<file path="config.mk">
export PLATFORM = sky130hd
export DESIGN_NAME = conv_window_gen
export DESIGN_NICKNAME = d
export VERILOG_FILES = /design/src/rtl/conv_pkg.sv /design/src/rtl/conv_line_buffer.sv /design/src/rtl/conv_window_gen.sv
export SDC_FILE = /design/constraint.sdc
export NUM_CORES = 2
export LEC_CHECK = 0
export CAP_MARGIN = 25
export CORE_ASPECT_RATIO = 0.5
export CORE_MARGIN = 1.5
export CORE_UTILIZATION = 31
export CTS_CLUSTER_DIAMETER = 30
export DETAILED_ROUTE_END_ITERATION = 8
export GPL_ROUTABILITY_DRIVEN = 0
export PLACE_DENSITY_LB_ADDON = 0.3
export SYNTH_ARGS = -nofsm -noshare
export SYNTH_HDL_FRONTEND = slang
export SYNTH_SLANG_ARGS = --single-unit
</file>
<file path="constraint.sdc">
create_clock -name clk -period 9.2 [get_ports clk]
set_input_delay 1.84 -clock clk [delete_from_list [all_inputs] [get_ports clk]]
set_output_delay 1.84 -clock clk [all_outputs]
set_load 0.05 [all_outputs]
</file>
<file path="src/rtl/conv_pkg.sv">
// Shared convolution types and constants used by the window generator and the
// convolution_point wrappers.
package conv_pkg;

    localparam int unsigned KSIZE        = 5;
    localparam int unsigned BITWIDTH     = 16;
    localparam int unsigned LENET_DIM_L1 = 28;
    localparam int unsigned LENET_DIM_L2 = 14;
    localparam int unsigned LENET_DIM_L3 = 10;

    typedef logic signed [BITWIDTH-1:0]    pixel_t;
    typedef pixel_t [KSIZE-1:0][KSIZE-1:0] window_t;

endpackage

</file>
<file path="src/rtl/conv_line_buffer.sv">
// One-row delay memory: combinational read of the old word, synchronous write
// of the new one at the same address (read-before-write).
module conv_line_buffer #(
    parameter int unsigned bitwidth  = 16,
    parameter int unsigned img_width = 28,
    localparam int unsigned AW       = $clog2(img_width)
) (
    input  logic                clk,
    input  logic [AW-1:0]       addr,
    input  logic                we,
    input  logic [bitwidth-1:0] wr_data,
    output logic [bitwidth-1:0] rd_data
);

    logic [bitwidth-1:0] mem [img_width];

    // Contents are never reset; every word is rewritten before it is consumed.
    always_ff @(posedge clk) begin
        if (we) begin
            mem[addr] <= wr_data;
        end
    end

    assign rd_data = mem[addr];

endmodule

</file>
<file path="src/rtl/conv_window_gen.sv">
// Streaming 5x5 window generator: raster pixels in, every fully-populated
// valid-convolution window out with its top-left coordinate.
module conv_window_gen
    import conv_pkg::*;
#(
    parameter int unsigned bitwidth   = BITWIDTH,
    parameter int unsigned img_width  = LENET_DIM_L1,
    parameter int unsigned img_height = LENET_DIM_L1
) (
    input  logic                                              clk,
    input  logic                                              rst_n,
    input  logic signed [bitwidth-1:0]                        in_pixel,
    input  logic                                              in_valid,
    output logic                                              in_ready,
    output logic signed [KSIZE-1:0][KSIZE-1:0][bitwidth-1:0]  map_block,
    output logic                                              out_valid,
    input  logic                                              out_ready,
    output logic [$clog2(img_height)-1:0]                     out_row,
    output logic [$clog2(img_width)-1:0]                      out_col,
    output logic                                              out_last
);

    localparam int unsigned RW    = $clog2(img_height);
    localparam int unsigned CW    = $clog2(img_width);
    localparam int unsigned NLINE = KSIZE - 1;

    logic [RW-1:0] row;
    logic [CW-1:0] col;
    logic          accept;
    logic          complete;
    logic          col_end;
    logic          row_end;

    logic [NLINE-1:0][bitwidth-1:0]               lb_rd;
    logic [NLINE-1:0][bitwidth-1:0]               lb_wr;
    logic [KSIZE-1:0][bitwidth-1:0]               col_in;
    logic signed [KSIZE-1:0][KSIZE-1:0][bitwidth-1:0] win;

    assign in_ready = !out_valid || out_ready;
    assign accept   = in_valid && in_ready;
    assign col_end  = (col == CW'(img_width - 1));
    assign row_end  = (row == RW'(img_height - 1));
    assign complete = (row >= RW'(KSIZE - 1)) && (col >= CW'(KSIZE - 1));

    // Rows ripple down the chain; column vector is oldest row first.
    always_comb begin
        lb_wr  = '0;
        col_in = '0;
        for (int k = 0; k < NLINE - 1; k++) begin
            lb_wr[k] = lb_rd[k+1];
        end
        lb_wr[NLINE-1] = in_pixel;
        for (int k = 0; k < NLINE; k++) begin
            col_in[k] = lb_rd[k];
        end
        col_in[KSIZE-1] = in_pixel;
    end

    for (genvar k = 0; k < NLINE; k++) begin : g_lb
        conv_line_buffer #(
            .bitwidth (bitwidth),
            .img_width(img_width)
        ) u_lb (
            .clk    (clk),
            .addr   (col),
            .we     (accept),
            .wr_data(lb_wr[k]),
            .rd_data(lb_rd[k])
        );
    end

    // Position of the next pixel; wraps at end of frame with no gap.
    always_ff @(posedge clk or negedge rst_n) begin
        if (!rst_n) begin
            row <= '0;
            col <= '0;
        end else if (accept) begin
            if (col_end) begin
                col <= '0;
                row <= row_end ? '0 : row + RW'(1);
            end else begin
                col <= col + CW'(1);
            end
        end
    end

    // Window shifts left one column per accepted pixel; stale columns from the
    // previous row are flushed before col reaches 4.
    always_ff @(posedge clk or negedge rst_n) begin
        if (!rst_n) begin
            win <= '0;
        end else if (accept) begin
            for (int i = 0; i < KSIZE; i++) begin
                for (int j = 0; j < KSIZE - 1; j++) begin
                    win[i][j] <= win[i][j+1];
                end
                win[i][KSIZE-1] <= col_in[i];
            end
        end
    end

    always_ff @(posedge clk or negedge rst_n) begin
        if (!rst_n) begin
            out_valid <= 1'b0;
            out_row   <= '0;
            out_col   <= '0;
            out_last  <= 1'b0;
        end else if (accept && complete) begin
            out_valid <= 1'b1;
            out_row   <= row - RW'(KSIZE - 1);
            out_col   <= col - CW'(KSIZE - 1);
            out_last  <= row_end && col_end;
        end else if (out_ready) begin
            out_valid <= 1'b0;
        end
    end

    assign map_block = win;

endmodule

</file>
==> Yosys cells after proc, flatten, opt, wreduce, memory -nomap -nowiden <==
Memory sizes are Yosys's and may differ from the RTL's. A register that Yosys moved wholly into a read port is not among the register bits.
Index checks and enable logic that the tools add are counted.
{ "totals": {"regBits": 406, "ramBits": 1792, "inputBits": 20, "output_inout_bits": 413, "wordCells": 57, "n_memories": 4} }
{ "memory_table": {"columns": ["name", "depth", "word_bits", "read_ports", "rd_clocked_by_memory_dff", "write_ports", "line", "text"], "rows": [
  ["g_lb[0].u_lb.mem", 28, 16, 1, 1, 1, "conv_line_buffer.sv:15", "logic [bitwidth-1:0] mem [img_width];"],
  ["g_lb[1].u_lb.mem", 28, 16, 1, 0, 1, "conv_line_buffer.sv:15", null],
  ["g_lb[2].u_lb.mem", 28, 16, 1, 0, 1, "conv_line_buffer.sv:15", null],
  ["g_lb[3].u_lb.mem", 28, 16, 1, 0, 1, "conv_line_buffer.sv:15", null]
]} }
{ "op_classes": {"addsub": 4, "n_lt_le_gt_ge": 2, "n_eq_ne": 2, "mux": 6, "reduce_logical": 9} }
{ "ops": {"columns": ["cell", "count"], "rows": [
  ["adder 5 x 1 -> 5 bit, second input constant", 2],
  ["equality test 5 bit, second input constant", 2],
  [">= comparator 5 x 3 -> 1 bit, second input constant", 2],
  ["2-to-1 mux 5 bit", 2],
  ["subtractor 5 x 3 -> 5 bit, second input constant", 2],
  ["logical AND 1 bit", 4],
  ["2-to-1 mux 1 bit", 4],
  ["zero test 1 bit", 2],
  ["AND reduction 2 bit", 1],
  ["nonzero test 2 bit", 1],
  ["logical OR 1 bit", 1]
]} }

==> Depth between registers and ports, before layout <==
{ "logic_depth": {"ltp_word": 5, "mapped_depth": 11, "ltp_nobuf": 7} }

==> Hierarchy <==
Synthesis repeated with hierarchy kept, for this count alone.
{ "hier_totals": {"hier_cells": 4441, "area_unflattened_um2": 86927.1} }
{ "by_module_without_submodules": {"columns": ["mod", "instances", "cells_each", "area_each_um2", "seq_area_each_um2"], "rows": [
  ["conv_line_buffer", 4, 873, 17394.2, 13452.9],
  ["conv_window_gen", 1, 949, 17350.4, 10560.1]
]} }

==> Least setup slack after synthesis <==
No wires, ideal clock.
{ "synth_path": {"path_kind": "input -> register", "from": "in out_ready", "to": "mem g_lb[0].u_lb.mem[24][0] (enable)", "setup_ns": 0.565, "t_arrival_ns": 7.555, "required_time_ns": 8.635, "slack_ns": 1.081, "path_stages": 6, "path_buffers": 2, "cell_sequence": "nand2b_1 > and2_1 > clkbuf_1 > buf_2 > nand2_1 > nor3_1"} }
{ "synth_between": {"elab_chain_len": 4} }
{ "synth_lines": {"columns": ["item", "line", "text"], "rows": [
  ["start, declared", "conv_window_gen.sv:17", "input logic out_ready,"],
  ["logical OR 1 bit", "conv_window_gen.sv:39", "assign in_ready = !out_valid || out_ready;"],
  ["logical AND 1 bit", "conv_window_gen.sv:40", "assign accept = in_valid && in_ready;"],
  ["2-to-1 mux 1 bit", "conv_line_buffer.sv:19", "if (we) begin"],
  ["2-to-1 mux 1 bit (not written as such)", "conv_line_buffer.sv:20", "mem[addr] <= wr_data;"],
  ["end, declared", "conv_line_buffer.sv:15", null]
]} }
Every way passes these cells.

==> Worst setup path after layout <==
{ "layout_path": {"from": "in out_ready", "to": "reg win, in the netlist map_block[306]"} }
{ "layout_between": {"elab_chain_len": 2} }
{ "layout_lines": {"columns": ["item", "line", "text"], "rows": [
  ["logical OR 1 bit", "conv_window_gen.sv:39", null],
  ["logical AND 1 bit", "conv_window_gen.sv:40", null],
  ["end signal, assigned by index", "conv_window_gen.sv:95", "win[i][j] <= win[i][j+1];"],
  ["end signal, assigned by index", "conv_window_gen.sv:97", "win[i][KSIZE-1] <= col_in[i];"],
  ["end, declared", "conv_window_gen.sv:37", "logic signed [KSIZE-1:0][KSIZE-1:0][bitwidth-1:0] win;"]
]} }
Every way passes these cells.
A chain may end at the register's enable or synchronous reset.

==> results.toml <==
[finish]
syn2layout_area_growth_pct = 26.9
nets = 5674
drive_gt1_frac = 0.192
fill_cells = 24428
fin_cells = 9592

[synthesis]
syn-cell-area_um2 = 84200
avgSynthCellArea_um2 = 17.0
async_reset_ff_frac = 0.191
yosysSeqAreaShare = 0.765
post-synth-top-count-cell = "edfxtp_1"
synth_common_cells = "edfxtp_1, nand2_1, mux2i_1"
synth_nets = 4980
ys_seq_elements = 2214
ys.flop_type = "edfxtp_1"
synth_cell_type_count = 53
synthTopCellsByArea = "edfxtp_1, dfrtp_1, mux2i_1, mux4_2, nand2_1"
synth_edf_count = 1792
synth_top_area_share = 0.639
synthCells = 4946
yosys_warnings = 0
yosys.area.top_type = "edfxtp_1"

[clock_network]
numCtsBuffers = 378
post_cts_resized = 0
clk_pin_slew_ns = 0.05
post_cts_buffers = 0
clk_path_buf_depth = 4
clkLatencyLatePin_ns = 0.87
tritoncts = "done"
cts.sinks = 2214
htree_levels = 5
holdBufCountCts = 0
root_buffer = "clkbuf_16"

[critical_path]
crit_path_end_kind = "flip-flop"
r2r-start = "col[4]$_DFFE_PN0P_"
path_cells = "clkdlybuf4s50_1, nand2b_1, and2_4, buf_4, buf_4, buf_12, mux2_2"
cpPeakStageDelay_ns = 0.73
start_kind = "primary input"
critPathBufInv = 4
slowest_stage = "buf_4"
cp_common_cell = "buf_4"
required_ns = 9.93
reg2reg_depth = 7
worst-path-max-fanout = 201
reg2reg_slack_ns = 3.99
worstSetupPathType = "primary input to flip-flop"
r2r-end = "map_block[152]$_DFFE_PN0P_"
cp.arrival_ns = 6.00
cp_top_family = "buffers and inverters"

[detailed_routing]
wirelength_um = 240000
viasPerCell = 4.87
ant_nets = 0
drtIter0Drc = 5239
vias = 46741
wl_per_cell_um = 25.0
drc = 0
dr.pass1.iters = 5

[grt]
grt_max_degree = 202
first_global_vias = 46476
grt_pass1_wl_um = 341000
antenna_found_initial = 13
track_usage = 0.169
overflow = 0

[worst_hold_path]
hold_path_class = "flip-flop to flip-flop"
whs_path_depth = 2
min_to = "map_block[331]$_DFFE_PN0P_"
worstHoldStart = "map_block[331]$_DFFE_PN0P_"

[floorplanning]
die-area_um2 = 275000
initial_utilization = 0.311
io_pins = 433
rows = 135
coreArea_um2 = 270000
die_h_um = 371
die_w_um = 740

[power_and_ir_drop]
ir_worst_vdd_uv = 236
power_density_nw_per_um2 = 420
p_leak_nw = 39.0
report.power.total_w = 0.0449

[sta]
finalClockSkew_ns = 0.0811
finalSetupViolCount = 0
fin_crit_sh = 0.573
slew_headroom = 0.274
fmax_mhz = 190
hold_slack_ns = 0.467
period_needed_ns = 5.27
rsz0062_at_grt = "false"
worst-slew-pin-transition_ns = 1.09
finalHoldViolations = 0
fin_setup_tns_ns = 0
maxSlewViolCount = 0

[placement]
port_buffers = 432
dp_cells = 8884
dpl.hpwl_um = 139000

[job]
cap_violations = 0

[run_status]
status = "finished, final reports clean"
-- stage by stage --
step	utilization	instance area [um^2]	setup slack, ns
floorplan	-	84200	1.08
global placement	0.345	93200	3.19
detailed placement	0.345	93400	3.16
CTS	0.394	107000	3.96
global route	0.395	107000	3.82
finish	0.395	107000	3.93
-- power breakdown --
part	internal [W]	leakage, nW	switching, W
combinational	0.00408	11.1	0.0106
sequential	0.0147	21.5	0.000984
clock	0.00948	6.37	0.00500
-- cells by family after synthesis --
group | count (synthesis) | synth area share
compound gates | 420 | 0.0365
mux | 744 | 0.119
buf+inv | 276 | 0.0170
fa+ha+maj | 14 | 0.00208
flops | 2214 | 0.765
simple gates | 1275 | 0.0602
xor+xnor | 3 | 0.000312
-- cells in the final DEF (no fill, tap or decap), types with 5 or more instances in the layout --
master / Yosys / routed
nand2_1: 1064 / 1063
mux4_2: 202 / 202
ha_1: 14 / 14
clkinv_4: 0 / 35
nor4_1: 12 / 12
inv_6: 0 / 30
clkbuf_8: 0 / 15
a211oi_1: 11 / 11
bufinv_16: 0 / 57
nor2_4: 0 / 29
clkinv_1: 1 / 27
clkdlybuf4s50_1: 0 / 431
o21ai_0: 39 / 39
o22a_1: 5 / 5
nor2_1: 55 / 28
dfrtp_1: 422 / 419
nand3_2: 0 / 11
clkinv_2: 0 / 53
inv_1: 8 / 8
a31oi_1: 11 / 11
clkbuf_16: 0 / 389
edfxtp_1: 1792 / 1792
a21oi_1: 14 / 14
buf_4: 32 / 116
o22ai_1: 124 / 124
a211oi_2: 40 / 40
clkinvlp_4: 0 / 46
buf_12: 0 / 19
a22oi_1: 160 / 160
nor3_1: 12 / 8
buf_8: 3 / 8
mux2_2: 55 / 55
clkbuf_1: 128 / 36
nand3_1: 104 / 93
mux2i_1: 487 / 487
buf_16: 0 / 5
-- registers in the layout (all words and copies together) (netlist names) --
signal	cells
map_block	400
out_valid	1
col	5
out_col	5
out_last	1
out_row	5
row	5
g_lb.u_lb.mem	1792
-- worst register-to-register path, stage by stage, from the launching register on --
cell       delay, ns
dfrtp_1         0.76
buf_4           0.52
nand4bb_4       0.55
buf_4           0.70
o22ai_1         0.22
a211oi_1        0.67
nand3_2         0.92
mux2_2          0.69
-- layer usage --
metal | GRT usage | wire [um]
met5 | 0 | 0
met4 | 0.0510 | 6340
met2 | 0.265 | 110000
met3 | 0.0332 | 17600
met1 | 0.240 | 106000
-- how the worst max path moves through the flow --
| stage | start | slack [ns] | cells past startpoint | endpoint |
|---|---|---|---|---|
| global placement | out_ready | 3.19 | 7 | map_block[226]$_DFFE_PN0P_ |
| floorplan | out_ready | 1.08 | 6 | g_lb[0].u_lb.mem[24][0]$_DFFE_PP_ |
| global route | out_ready | 3.82 | 7 | map_block[234]$_DFFE_PN0P_ |
| CTS | out_ready | 3.96 | 3 | in_ready |
| detailed placement | out_ready | 3.16 | 7 | map_block[227]$_DFFE_PN0P_ |
| finish | out_ready | 3.93 | 7 | map_block[306]$_DFFE_PN0P_ |
-- final cells by class --
| type | instances | area (um^2) | area share |
|---|---|---|---|
| Antenna cell | 4 | 10.0 | 0.0000937 |
| Clock buffer | 439 | 10100 | 0.0941 |
| Clock inverter | 259 | 3210 | 0.0301 |
| Inverter | 9 | 33.8 | 0.000316 |
| Multi-Input combinational cell | 2456 | 18700 | 0.175 |
| Sequential cell | 2214 | 64400 | 0.603 |
| Tap cell | 3630 | 4540 | 0.0425 |
| Timing Repair Buffer | 581 | 5860 | 0.0549 |
Power figures use the tool's default switching activity.
